$ cat src/rtl/uart_arb_pkg.sv
// Shared constants for the round-robin UART transmit arbiter and its serializer.
// State codes: the tag states are the plain frame states with bit 2 set.
package uart_arb_pkg;

    typedef logic [2:0] state_t;

    localparam state_t ST_IDLE      = 3'd0;
    localparam state_t ST_START     = 3'd1;
    localparam state_t ST_DATA      = 3'd2;
    localparam state_t ST_STOP      = 3'd3;
    localparam state_t ST_TAG_START = 3'd5;
    localparam state_t ST_TAG_DATA  = 3'd6;
    localparam state_t ST_TAG_STOP  = 3'd7;

    localparam logic [3:0] TAG_PREFIX = 4'hA;
    localparam int         FRAME_BITS = 10;

    function automatic logic [7:0] tag_byte(input logic [1:0] id);
        return {TAG_PREFIX, 2'b00, id};
    endfunction

endpackage

$ cat src/rtl/uart_tx_arbiter_if.sv
// Requester-side valid/ready byte bus; byte i occupies bits [8i+7:8i] of req_data.
interface uart_tx_arbiter_if #(parameter int NUM_REQ = 4) ();

    logic [NUM_REQ-1:0]      req_valid;
    logic [NUM_REQ-1:0][7:0] req_data;
    logic [NUM_REQ-1:0]      req_ready;

    modport master (output req_valid, output req_data, input req_ready);
    modport slave  (input req_valid, input req_data, output req_ready);

endinterface

$ cat src/rtl/uart_tx_core.sv
// 8N1 serializer: load starts a frame on the next cycle, done marks the last stop-bit cycle.
// A load coinciding with done chains the next frame with no idle gap.
module uart_tx_core
    import uart_arb_pkg::*;
#(
    parameter int CLKS_PER_BIT = 16
) (
    input  logic       clk,
    input  logic       reset,
    input  logic       load,
    input  logic [7:0] data,
    output logic       tx,
    output logic       done,
    output state_t     phase
);

    localparam int            BW       = $clog2(CLKS_PER_BIT);
    localparam logic [BW-1:0] BAUD_TOP = BW'(CLKS_PER_BIT - 1);

    logic [BW-1:0] baud;
    logic [2:0]    bit_cnt;
    logic [7:0]    shreg;

    assign done = (phase == ST_STOP) && (baud == '0);

    always_ff @(posedge clk) begin
        if (reset) begin
            phase   <= ST_IDLE;
            tx      <= 1'b1;
            baud    <= '0;
            bit_cnt <= '0;
            shreg   <= '0;
        end else if (load) begin
            phase   <= ST_START;
            tx      <= 1'b0;
            baud    <= BAUD_TOP;
            bit_cnt <= '0;
            shreg   <= data;
        end else if (phase != ST_IDLE) begin
            if (baud != '0) begin
                baud <= baud - BW'(1);
            end else begin
                baud <= BAUD_TOP;
                case (phase)
                    ST_START: begin
                        phase <= ST_DATA;
                        tx    <= shreg[0];
                        shreg <= {1'b0, shreg[7:1]};
                    end
                    ST_DATA: begin
                        if (bit_cnt == 3'd7) begin
                            phase <= ST_STOP;
                            tx    <= 1'b1;
                        end else begin
                            bit_cnt <= bit_cnt + 3'd1;
                            tx      <= shreg[0];
                            shreg   <= {1'b0, shreg[7:1]};
                        end
                    end
                    default: begin
                        phase <= ST_IDLE;
                        tx    <= 1'b1;
                    end
                endcase
            end
        end
    end

endmodule

$ cat src/rtl/uart_tx_arbiter.sv
// Round-robin arbiter sharing one 8N1 transmitter among NUM_REQ byte requesters.
// Optional macro UART_ARB_TAG_EN prefixes each byte with a {4'hA,2'b00,grant_id} tag frame.
module uart_tx_arbiter
    import uart_arb_pkg::*;
#(
    parameter int NUM_REQ      = 4,
    parameter int CLKS_PER_BIT = 16
) (
    input  logic                     clk,
    input  logic                     reset,
    uart_tx_arbiter_if.slave         req,
    output logic                     tx,
    output logic                     busy,
    output logic [1:0]               grant_id
);

    state_t     core_phase;
    state_t     state;
    logic       core_done;
    logic       load;
    logic [7:0] load_byte;
    logic       frame_end;
    logic       found;
    logic       accept;
    logic [1:0] winner;
    logic [7:0] win_byte;

    // Search starts one past the last grant; reset leaves grant_id at NUM_REQ-1 so it starts at 0.
    always_comb begin
        found  = 1'b0;
        winner = '0;
        for (int k = 1; k <= NUM_REQ; k++) begin
            for (int i = 0; i < NUM_REQ; i++) begin
                if (!found && i == (int'(grant_id) + k) % NUM_REQ && req.req_valid[i]) begin
                    found  = 1'b1;
                    winner = 2'(i);
                end
            end
        end
    end

    always_comb begin
        win_byte = '0;
        for (int i = 0; i < NUM_REQ; i++) begin
            if (i == int'(winner)) win_byte = req.req_data[i];
        end
    end

    assign accept = !reset && (state == ST_IDLE) && found;

    always_comb begin
        req.req_ready = '0;
        if (accept) req.req_ready = {{(NUM_REQ-1){1'b0}}, 1'b1} << winner;
    end

`ifdef UART_ARB_TAG_EN
    logic       tag_active;
    logic [7:0] data_q;

    // The data frame is loaded on the tag frame's done so the two frames abut.
    assign load      = accept || (tag_active && core_done);
    assign load_byte = accept ? tag_byte(winner) : data_q;
    assign frame_end = core_done && !tag_active;
    assign state     = tag_active ? (core_phase | 3'b100) : core_phase;

    always_ff @(posedge clk) begin
        if (reset) begin
            tag_active <= 1'b0;
            data_q     <= '0;
        end else if (accept) begin
            tag_active <= 1'b1;
            data_q     <= win_byte;
        end else if (core_done) begin
            tag_active <= 1'b0;
        end
    end
`else
    assign load      = accept;
    assign load_byte = win_byte;
    assign frame_end = core_done;
    assign state     = core_phase;
`endif

    always_ff @(posedge clk) begin
        if (reset) begin
            busy     <= 1'b0;
            grant_id <= 2'(NUM_REQ - 1);
        end else if (accept) begin
            busy     <= 1'b1;
            grant_id <= winner;
        end else if (frame_end) begin
            busy     <= 1'b0;
        end
    end

    uart_tx_core #(.CLKS_PER_BIT(CLKS_PER_BIT)) u_core (
        .clk   (clk),
        .reset (reset),
        .load  (load),
        .data  (load_byte),
        .tx    (tx),
        .done  (core_done),
        .phase (core_phase)
    );

endmodule

$ cat src/flat_wrapper.sv
// flat-port wrapper written by rule: the top's interface ports become plain ports
module uart_tx_arbiter_flat import uart_arb_pkg::*;
#(
    parameter int NUM_REQ      = 4,
    parameter int CLKS_PER_BIT = 16
)
  (clk, reset, tx, busy, grant_id, req_req_valid, req_req_data, req_req_ready);
  uart_tx_arbiter_if #(.NUM_REQ(NUM_REQ)) req_i ();
  input  logic clk;
  input  logic reset;
  output logic tx;
  output logic busy;
  output logic [1:0] grant_id;
  input wire logic [$bits(req_i.req_valid)-1:0] req_req_valid;
  input wire logic [$bits(req_i.req_data)-1:0] req_req_data;
  output wire logic [$bits(req_i.req_ready)-1:0] req_req_ready;
  assign req_i.req_valid = req_req_valid;
  assign req_i.req_data = req_req_data;
  assign req_req_ready = req_i.req_ready;
  uart_tx_arbiter #(.NUM_REQ(NUM_REQ), .CLKS_PER_BIT(CLKS_PER_BIT)) u_core (.clk(clk), .reset(reset), .req(req_i), .tx(tx), .busy(busy), .grant_id(grant_id));
endmodule
$ cat config.mk
export PLATFORM = sky130hd
export DESIGN_NAME = uart_tx_arbiter_flat
export DESIGN_NICKNAME = d
export VERILOG_FILES = /design/src/rtl/uart_arb_pkg.sv /design/src/rtl/uart_tx_arbiter_if.sv /design/src/rtl/uart_tx_core.sv /design/src/rtl/uart_tx_arbiter.sv /design/src/flat_wrapper.sv
export SDC_FILE = /design/constraint.sdc
export NUM_CORES = 1
export LEC_CHECK = 0
export BUFFER_PORTS_ARGS = -buffer_cell sky130_fd_sc_hd__buf_2
export CAP_MARGIN = 10
export CORE_ASPECT_RATIO = 2
export CORE_MARGIN = 5
export CORE_UTILIZATION = 52
export DETAILED_ROUTE_END_ITERATION = 8
export GPL_TIMING_DRIVEN = 0
export PLACE_DENSITY = 0.88
export SYNTH_ARGS = -nofsm -noshare
export SYNTH_HDL_FRONTEND = slang
export SYNTH_HIERARCHICAL = 1
export SYNTH_SLANG_ARGS = --single-unit
$ cat constraint.sdc
create_clock -name clk -period 2.15 [get_ports clk]
set_input_delay 0.3225 -clock clk [delete_from_list [all_inputs] [get_ports clk]]
set_output_delay 0.3225 -clock clk [all_outputs]
set_load 0.005 [all_outputs]
==> run summary <==
critical path's top delay family -> compound AO/OA/AOI/OAI gates
Starting Density -> 54.71%
synth top area cells -> dfxtp_1 26%, mux2_2 6.2%, ha_1 6.1%
min-delay worst type -> primary input to flip-flop
most common cell in the netlist -> dfxtp_1
worst-path fanout max -> 8
Syn Area/Cell -> 7.986 um2
highest-delay cell along the critical path -> o311a_4
# nets final -> 300
FFs w/ async S/R, synth -> 0%
setup violators final -> 0
CTS Root Cell -> clkbuf_8
setup_tns -> 0 ns
Yosys reg bits -> 21
Area Overhead vs Synth -> 22.43%
register area share after synthesis -> 25.81%
Unique masters post-synth -> 49
PD cells -> 562.4 nW/um2
initial drt markers -> 46
Reg clk slew, reported paths -> 0.07 ns
Lkg Pwr -> 0.8801 nW
Die W -> 49.58 um
Rel. slew slack -> 64.93%
placed cell count -> 276
clk sinks -> 21
slowest stage delay, CP -> 0.37 ns
Hold Buf Count CTS -> 0
DIE AREA -> 4420 um2
CTS max path bufs -> 2
CTS tree -> yes
Final HPWL DP -> 3321 um
final hold violation count -> 0
Yosys top cell by area -> dfxtp_1
post-synthesis net count -> 250
vias -> 1,649
run status -> finished, final reports clean
area fraction of the dominant cell type after synthesis -> 25.81%
WP buf/inv -> 0
worst skew pair latency -> 0.26 ns
Critical Path RT -> 2.31 ns
Slew Limit Fails -> 0
unrepaired setup endpoints after global routing -> false
VDD IR max -> 404.8 uV
RePlAce Congestion -> 0.8435
critical path endpoint category -> flip-flop
# IOs -> 46
max cap viols -> 0
main flop type after synthesis -> dfxtp_1
largest net degree at the start of global routing -> 12
Final ANT Viol Nets -> 0
synth warn -> 6
Non-Filler Instances -> 283
WP data arrival -> 2.19 ns
DRC Markers -> 0
share of cells above drive strength 1 -> 32.41%
commonest cells in the netlist -> 21 x dfxtp_1, 18 x nor2_1, 17 x a21oi_1, 17 x o21ai_0, 15 x nor2b_1
CP cell instances -> and2b_4 -> nor2_2 -> o311a_4 -> a221oi_1 -> o21ai_1 -> mux2i_1 -> nor2_1 -> mux2_2
vias in the first global route -> 1,563
global-route wire length before repair -> 6686 um
Routed wire per std cell -> 15.08 um
drt total wl -> 4268 um
initial antenna violation count -> 0
IO Port Bufs -> 42
Diodes inserted -> 0
Worst-Margin Slew -> 0.5249 ns
Die Ht -> 89.16 um
CTS Buf Count -> 3
Post-Syn Area -> 1629 um2
Final period util -> 94.81%
core box area -> 2978 um2
Std-Cell Rows -> 28
fmax -> 0.4906 GHz
EDFF count, synth -> 0
Worst Skew -> 0.001876 ns
startpoint types -> flip-flop
Vias/cell -> 5.827
H-tree depth -> 1
Setup CP Type -> flip-flop to flip-flop
Pre-antenna DRT Iters -> 4
clock period minus worst slack -> 2.038 ns
grt total ovfl -> 0
Mapped Cells -> 204
total track usage -> 18.65%
-- through the flow --
step                area, um2  total power (W)  util (%)  setup slack [ns]  hold WS, ns
global route             1994         0.001190     66.97          0.001269       0.4318
detailed placement       1877        0.0008318     63.03          -0.09998       0.4356
global placement         1877        0.0008183     63.03          -0.09780       0.4316
finish                   1994         0.001122     66.97            0.1116       0.3933
CTS                      1923         0.001092     64.58           0.02254       0.3905
floorplan                1629        0.0007160         -            0.1561       0.4388
-- worst min-delay path: stages --
cell and delay, ns:
buf_2 0.16, o21ai_0 0.08, o21ai_0 0.06
-- worst paths after layout --
kind | start | endpoint | slack, ns | cells past startpoint
setup / recovery | u_core/grant_id[0]$_SDFFE_PP1P_ | u_core/u_core/shreg[4]$_SDFFE_PP0P_ | 0.11 | 8
hold / removal | reset | u_core/grant_id[0]$_SDFFE_PP1P_ | 0.39 | 3
setup reg to reg | u_core/grant_id[0]$_SDFFE_PP1P_ | u_core/u_core/shreg[4]$_SDFFE_PP0P_ | 0.11 | 8
hold reg to reg | u_core/busy$_SDFFE_PP0P_ | u_core/busy$_SDFFE_PP0P_ | 0.44 | 2
-- power by group --
group          internal (W)  switching, W  total [W]
sequential         0.000416     0.0000284   0.000444
combinational      0.000196      0.000222   0.000418
clock              0.000132      0.000127   0.000259
-- timing repair --
action | in CTS | in global routing
setup endpoints to repair | 5 | 7
pin swaps | 0 | 2
buffers inserted | 0 | 4
gates resized for setup | 2 | 11
-- routing by layer --
metal	track usage, %	vias to the layer above	part of all wire, %
li1	-	825	-
met1	18.88	772	37
met2	35.61	44	57
met3	2.337	8	4.4
met4	10.26	0	2.0
met5	0	-	0
-- final cells by class --
cell class	count	area [um2]
Timing Repair Buffer	46	240.2
Sequential cell	21	420.4
Clock buffer	4	45.04
Buffer	10	63.81
Tap cell	30	37.54
Fill cell	256	983.4
Multi-Input combinational cell	161	1146
Inverter	11	41.29
-- flip-flops by register name (all words and copies together), names as in the netlist --
| register | flops |
|---|---|
| u_core/busy | 1 |
| u_core/grant_id | 2 |
| u_core/u_core/baud | 4 |
| u_core/u_core/bit_cnt | 3 |
| u_core/u_core/phase | 2 |
| u_core/u_core/shreg | 8 |
| u_core/u_core/tx | 1 |
-- cell usage in the layout, fill, tap and decap left out, drive strengths merged, types with 2 or more instances in the layout --
cell / count
o311a: 2
o211a: 2
mux2i: 8
or2: 3
nor2: 19
inv: 11
dfxtp: 21
clkbuf: 8
ha: 8
nand2: 14
buf: 52
nand3: 3
a21oi: 17
mux2: 9
a31oi: 3
nor2b: 15
o21ai: 22
nand2b: 5
a21o: 3
o221ai: 3
or3b: 2
a221oi: 5
-- kinds of logic (layout without fill, tap and decap cells) --
| group | after synthesis | in the layout | share of synthesized area (%) |
|---|---|---|---|
| AOI/OAI and AO/OA | 64 | 64 | 26.88 |
| muxes | 17 | 17 | 11.14 |
| DFF | 21 | 21 | 25.81 |
| adders and majority gates | 8 | 8 | 6.145 |
| and+or+nand+nor | 70 | 70 | 23.43 |
| xor gates and xnor gates | 1 | 1 | 0.5377 |
| buffers and inverters | 22 | 71 | 5.837 |
| other | 1 | 1 | 0.2302 |
Note: power is estimated with default switching activity, not from simulation.
